### src/rtl/mem_arb_pkg.sv
// rtl/mem_arb_pkg.sv - shared state encoding and sizing constants for the two-port memory arbiter
//
// Purpose: single home for the arbiter FSM encoding and the default memory
// geometry so the arbiter, its selector and the memory model agree.
// Ports: none (package).

package mem_arb_pkg;

  localparam int ADDR_W    = 8;
  localparam int DATA_W    = 16;
  localparam int MEM_DEPTH = 256;

  typedef enum logic {
    ST_INIT = 1'b0,
    ST_RUN  = 1'b1
  } arb_state_t;

endpackage

### src/rtl/mem_arbiter_2p_rr_arb2.sv
// rtl/mem_arbiter_2p_rr_arb2.sv - two-way round-robin grant selector
//
// Purpose: picks at most one of two requesters. A lone request wins outright;
// on a tie the side named by the pointer wins. Also returns the pointer value
// to register so that the loser of this cycle is favoured next time.
// Ports:
//   req[1:0]  in   request vector, bit 0 = port A, bit 1 = port B
//   ptr       in   tie-break pointer: 0 favours A, 1 favours B
//   upd       in   grant/update strobe; no grant and no pointer change when low
//   gnt[1:0]  out  one-hot (or zero) grant vector
//   ptr_nxt   out  pointer value for the next cycle

module rr_arb2 (
  input  logic [1:0] req,
  input  logic       ptr,
  input  logic       upd,
  output logic [1:0] gnt,
  output logic       ptr_nxt
);

  always_comb begin
    gnt     = 2'b00;
    ptr_nxt = ptr;
    if (upd) begin
      case (req)
        2'b01:   gnt = 2'b01;
        2'b10:   gnt = 2'b10;
        2'b11:   gnt = ptr ? 2'b10 : 2'b01;
        default: gnt = 2'b00;
      endcase
      // Point at the side that did not just win; no grant leaves it alone.
      if (gnt[0]) begin
        ptr_nxt = 1'b1;
      end else if (gnt[1]) begin
        ptr_nxt = 1'b0;
      end
    end
  end

endmodule

### src/rtl/mem_arbiter_2p.sv
// rtl/mem_arbiter_2p.sv - two-port round-robin arbiter in front of a single-port memory
//
// Purpose: after reset optionally clears every memory word, then grants one
// requester per cycle onto the memory bus, round-robin on contention, and
// returns read data with a one-cycle valid strobe to the port that asked.
// Ports:
//   clk, rst_n                      clock, asynchronous active-low reset
//   a_req/b_req        in   1       access request, held until granted
//   a_we/b_we          in   1       1 = write, 0 = read
//   a_addr/b_addr      in   ADDR_W  word address
//   a_wdata/b_wdata    in   DATA_W  write data
//   a_gnt/b_gnt        out  1       access accepted this cycle
//   a_rvalid/b_rvalid  out  1       read data valid (cycle after a read grant)
//   a_rdata/b_rdata    out  DATA_W  read data, zero when not valid
//   m_addr/m_wdata/m_we out         memory command bus
//   m_rdata            in   DATA_W  memory read data, one cycle after address
//   init_done          out  1       clear finished, requests being served

module mem_arbiter_2p #(
  parameter int CLEAR_ON_RESET = 1,
  parameter int ADDR_W         = 8,
  parameter int DATA_W         = 16
) (
  input  logic              clk,
  input  logic              rst_n,
  input  logic              a_req,
  input  logic              a_we,
  input  logic [ADDR_W-1:0] a_addr,
  input  logic [DATA_W-1:0] a_wdata,
  output logic              a_gnt,
  output logic              a_rvalid,
  output logic [DATA_W-1:0] a_rdata,
  input  logic              b_req,
  input  logic              b_we,
  input  logic [ADDR_W-1:0] b_addr,
  input  logic [DATA_W-1:0] b_wdata,
  output logic              b_gnt,
  output logic              b_rvalid,
  output logic [DATA_W-1:0] b_rdata,
  output logic [ADDR_W-1:0] m_addr,
  output logic [DATA_W-1:0] m_wdata,
  output logic              m_we,
  input  logic [DATA_W-1:0] m_rdata,
  output logic              init_done
);

  import mem_arb_pkg::*;

  arb_state_t        state;
  arb_state_t        state_nxt;
  logic [ADDR_W-1:0] init_cnt;
  logic              ptr;
  logic              ptr_nxt;
  logic [1:0]        gnt;
  logic              run;
  logic              last_clear;
  logic              a_rd_pend;
  logic              b_rd_pend;

  assign run        = (state == ST_RUN);
  // Without clearing, the init state is a single idle cycle.
  assign last_clear = (CLEAR_ON_RESET == 0) || (init_cnt == {ADDR_W{1'b1}});

  rr_arb2 u_rr_arb2 (
    .req     ({b_req, a_req}),
    .ptr     (ptr),
    .upd     (run),
    .gnt     (gnt),
    .ptr_nxt (ptr_nxt)
  );

  assign a_gnt = gnt[0];
  assign b_gnt = gnt[1];

  always_ff @(posedge clk or negedge rst_n) begin
    if (!rst_n) begin
      state     <= ST_INIT;
      init_cnt  <= '0;
      ptr       <= 1'b0;
      a_rd_pend <= 1'b0;
      b_rd_pend <= 1'b0;
    end else begin
      state <= state_nxt;
      if (!run) begin
        init_cnt <= init_cnt + 1'b1;
      end
      ptr       <= ptr_nxt;
      a_rd_pend <= gnt[0] & ~a_we;
      b_rd_pend <= gnt[1] & ~b_we;
    end
  end

  // The memory bus is also held at zero while reset is asserted, otherwise
  // the init state would present a clear-write of word 0 during reset.
  always_comb begin
    state_nxt = state;
    m_we      = 1'b0;
    m_addr    = '0;
    m_wdata   = '0;
    init_done = 1'b0;
    if (rst_n) begin
      case (state)
        ST_INIT: begin
          if (CLEAR_ON_RESET != 0) begin
            m_we   = 1'b1;
            m_addr = init_cnt;
          end
          if (last_clear) begin
            state_nxt = ST_RUN;
          end
        end
        ST_RUN: begin
          init_done = 1'b1;
          if (gnt[0]) begin
            m_we    = a_we;
            m_addr  = a_addr;
            m_wdata = a_wdata;
          end else if (gnt[1]) begin
            m_we    = b_we;
            m_addr  = b_addr;
            m_wdata = b_wdata;
          end
        end
        default: state_nxt = ST_INIT;
      endcase
    end
  end

  assign a_rvalid = a_rd_pend;
  assign b_rvalid = b_rd_pend;
  assign a_rdata  = a_rd_pend ? m_rdata : '0;
  assign b_rdata  = b_rd_pend ? m_rdata : '0;

endmodule

### config.mk
export PLATFORM = sky130hd
export DESIGN_NAME = mem_arbiter_2p
export DESIGN_NICKNAME = d
export VERILOG_FILES = /design/src/rtl/mem_arb_pkg.sv /design/src/rtl/mem_arbiter_2p_rr_arb2.sv /design/src/rtl/mem_arbiter_2p.sv
export SDC_FILE = /design/constraint.sdc
export NUM_CORES = 1
export LEC_CHECK = 0
export CAP_MARGIN = 20
export CORE_ASPECT_RATIO = 1.2
export CORE_UTILIZATION = 40
export CTS_CLUSTER_SIZE = 25
export DETAILED_ROUTE_END_ITERATION = 10
export DONT_BUFFER_PORTS = 1
export PLACE_DENSITY = 0.61
export SETUP_SLACK_MARGIN = 0.1
export SYNTH_ARGS = -nofsm -noshare
export SYNTH_HDL_FRONTEND = slang
export SYNTH_SLANG_ARGS = --single-unit
### constraint.sdc
create_clock -name clk -period 1.6 [get_ports clk]
set_clock_uncertainty 0.05 [all_clocks]
set_input_delay 0.08 -clock clk [delete_from_list [all_inputs] [get_ports clk]]
set_output_delay 0.08 -clock clk [all_outputs]
set_load 0.02 [all_outputs]
==> impl_metrics.csv <==
group,metric,value,unit
cts,clk_pin_slew,0.07,ns
routing,firstDrtPassIters,4,
flow_run,drv_cap,0,
floorplan,initial_core_util,43.6,%
timing,finalSetupTns,-0.0184,ns
floorplan,rows,20,
critical_path,reg2reg_from,"init_cnt[0]",
logic_synthesis,synthFlopType,"dfrtp_1",
routing,drtIter0Drc,38,
logic_synthesis,syn_area,1130,um^2
critical_path,reg2reg_to,"init_cnt[6]",
critical_path,cp.required,1.47,ns
cts,cts_buffers,3,
floorplan,die_w,50.6,um
worst_hold_path,hold_class,"in2reg",
logic_synthesis,synthMuxAreaShare,0.993,%
critical_path,cp-startpoint,"run",
final_layout,instances_no_fill,185,
placed_design,globalplace.congestion,0.918,
grt,grt_max_degree,28,
critical_path,reg2reg_depth,4,
grt,gr-usage-met1,25.3,%
routing,vias,1188,
logic_synthesis,synth_compound_area_share,23.3,%
logic_synthesis,synth-simple-area-share,35.5,%
logic_synthesis,yosys.cell_count.top_type,"and2_1",
timing,maxSlewViolCount,0,
pwr,p_leak,0.679,nW
final_layout,drive_gt1_share,34.9,%
logic_synthesis,synthCells,135,
placed_design,pre_cts_slack,0.213,ns
final_layout,final_nets,225,
timing,fmax,620,MHz
cts,clk_path_buf_depth,2,
critical_path,crit_fanout,5,
cts,root_buffer,"clkbuf_4",
critical_path,worstSetupStartpointType,"register",
logic_synthesis,yosysUniqueCellTypes,30,
critical_path,worst_path_max_delay_cell,"a221o_1",
logic_synthesis,synth.avg_cell_area,8.40,um^2
placed_design,portBuffers,0,
floorplan,io_pins,132,
pwr,p_switching,134,uW
grt,use_met2,46.7,%
logic_synthesis,yosys-top-cells-area,"dfrtp_1 26%, and2_1 19%, a22o_1 12%",
run_status,failed_checks,"setup timing",
grt,grtUsageTotal,26.8,%
grt,grt_most_used_layer,"met2",
logic_synthesis,synth_top_family_by_area,"simple AND/OR/NAND/NOR gates",
logic_synthesis,synth-seq-area-share,26.5,%
final_layout,num-fill-cells,221,
pwr,ir_drop,310,uV
placed_design,placed_cells,172,
critical_path,crit_chain,"and2_4 -> and2_4 -> buf_6 -> a221o_1",
pwr,intPower,423,uW
cts,cts_tree,"yes",
floorplan,die_h,60.3,um
final_layout,antenna-diode-count,0,
cts,h-tree-depth,1,
critical_path,critPathKind,"reg2out",
pwr,p_per_area,363,nW/um^2
run_status,outcome,"finished with violations",
pwr,pwr-share-clk,33.0,%
timing,setup_ws,-0.0139,ns
logic_synthesis,synth_xor_area_share,5.41,%
floorplan,die_area,3050,um^2
critical_path,arrival,1.48,ns
critical_path,cpMostUsedCell,"and2_4",
logic_synthesis,yosys.area.top_type,"dfrtp_1",
routing,routed_wl,4.32,mm
worst_hold_path,hold_depth,2,
logic_synthesis,synth_top_area_share,26.5,%
timing,tightest_slew,0.579,ns
routing,wl_per_cell,23.3,um
timing,hold_viol,0,
timing,post-route-period-util,101,%
critical_path,end_kind,"output pin",
logic_synthesis,yosys-top-cells-count,"34 x and2_1, 16 x a22o_1, 12 x dfrtp_1",
logic_synthesis,synth-edff-count,0,
timing,fin_hold_ws,0.0588,ns
logic_synthesis,synthAdderAreaFrac,1.10,%
cts,clock-sinks,12,
critical_path,ff2ff_setup_slack,0.28,ns
grt,grt_use_met3,17.6,%
timing,maxSlewHeadroom,61.3,%
critical_path,critPathMaxStageDelay,0.39,ns
pwr,p_sw_share,24.1,%
grt,grt_pass1_vias,1116,
timing,finalSetupViolCount,2,
grt,grt_antenna_before_repair,0,
critical_path,crit_end,"m_addr[2]",
routing,ant_nets,0,
logic_synthesis,async_reset_ff_share,100,%
routing,drc,0,
final_layout,synthToLayoutAreaGrowth,35.3,%
cts,clk_latency,0.27,ns
pwr,power_frac_seq,54.4,%
timing,period_minus_slack,1.61,ns
pwr,comb_power_share,12.6,%
logic_synthesis,yosysWarningCount,0,
placed_design,hpwl,2.95,mm
floorplan,core,2600,um^2
logic_synthesis,synth_fp_nets,206,
grt,overflow,0,
routing,via_per_inst,6.42,
timing,rsz0062_at_grt,"true",
logic_synthesis,ys_seq_elements,12,
worst_hold_path,holdCritStartpoint,"b_req",
grt,grt_pass1_wl,5.85,mm
-- final cells by class --
class	count	area, um^2	share of cell area (%)
multi-input combinational	113	951	62.0
tap	33	41.3	2.69
sequential	12	300	19.6
clock buffer	3	22.5	1.47
timing repair buffer	23	215	14.0
inverter	1	3.75	0.245
-- metal layers --
layer  up-vias  wire length, um
li1        530                -
met2        80             2210
met5         -                0
met4         0               50
met1       572             1440
met3         6              622
-- worst max-delay path: cells and delay by family, from the launching register on --
kind                   cells  cell delay [ns]
AOI/OAI and AO/OA          1             0.39
DFF                        1             0.38
and+or+nand+nor            2             0.32
buffers and inverters      1             0.12
-- power groups by stage --
stage / sequential (mW) / combinational, mW / clock (mW)
after floorplan: 0.309 / 0.0328 / 0
after global placement: 0.309 / 0.0410 / 0
after detailed placement: 0.309 / 0.0420 / 0
after CTS: 0.303 / 0.0700 / 0.189
after global routing: 0.303 / 0.0755 / 0.200
final: 0.303 / 0.0703 / 0.184
-- cell families (layout without fill, tap and decap cells) --
family	count (synthesis)	count (layout)
xor gates and xnor gates	7	7
buffers and inverters	12	27
muxes	1	1
DFF	12	12
AOI/OAI and AO/OA	35	35
adders and majority gates	1	1
and+or+nand+nor	67	69
-- stage by stage --
step                      area, um^2  util, %  total power [mW]
after global placement          1210     46.5             0.350
after floorplan                 1130        -             0.342
final                           1530     58.9             0.557
after detailed placement        1210     46.5             0.351
after CTS                       1470     56.3             0.562
after global routing            1530     58.9             0.579
-- flip-flops by register name (all words and copies together) (netlist names) --
name,cells
b_rvalid,1
run,1
init_cnt,8
a_rvalid,1
ptr,1
-- cell usage in the layout, fill, tap and decap left out, types with 4 or more instances in the layout --
cell type	instances
and2_1	33
a22o_4	13
dfrtp_1	12
buf_4	11
a31oi_1	7
nand3_1	6
nand2_2	6
buf_6	6
o21ai_0	5
dlygate4sd3_1	5
nor3b_1	4
xor2_1	4
-- repair_timing --
action / CTS / global route
endpoints found under the setup margin: 26 / 27
gates resized for setup: 38 / 10
setup buffers: 1 / 0
endpoints found under the hold margin: 16 / 0
pin swaps: 20 / 9
cloned: 3 / 1
hold buffers: 5 / 0
-- how the worst min path moves through the flow --
stage / endpoint
6_report: b_rvalid
5_1_grt: b_rvalid
3_3_place_gp: init_cnt[4]
2_1_floorplan: a_rvalid
3_5_place_dp: init_cnt[1]
4_1_cts: b_rvalid
(Power assumes the default switching activity.)
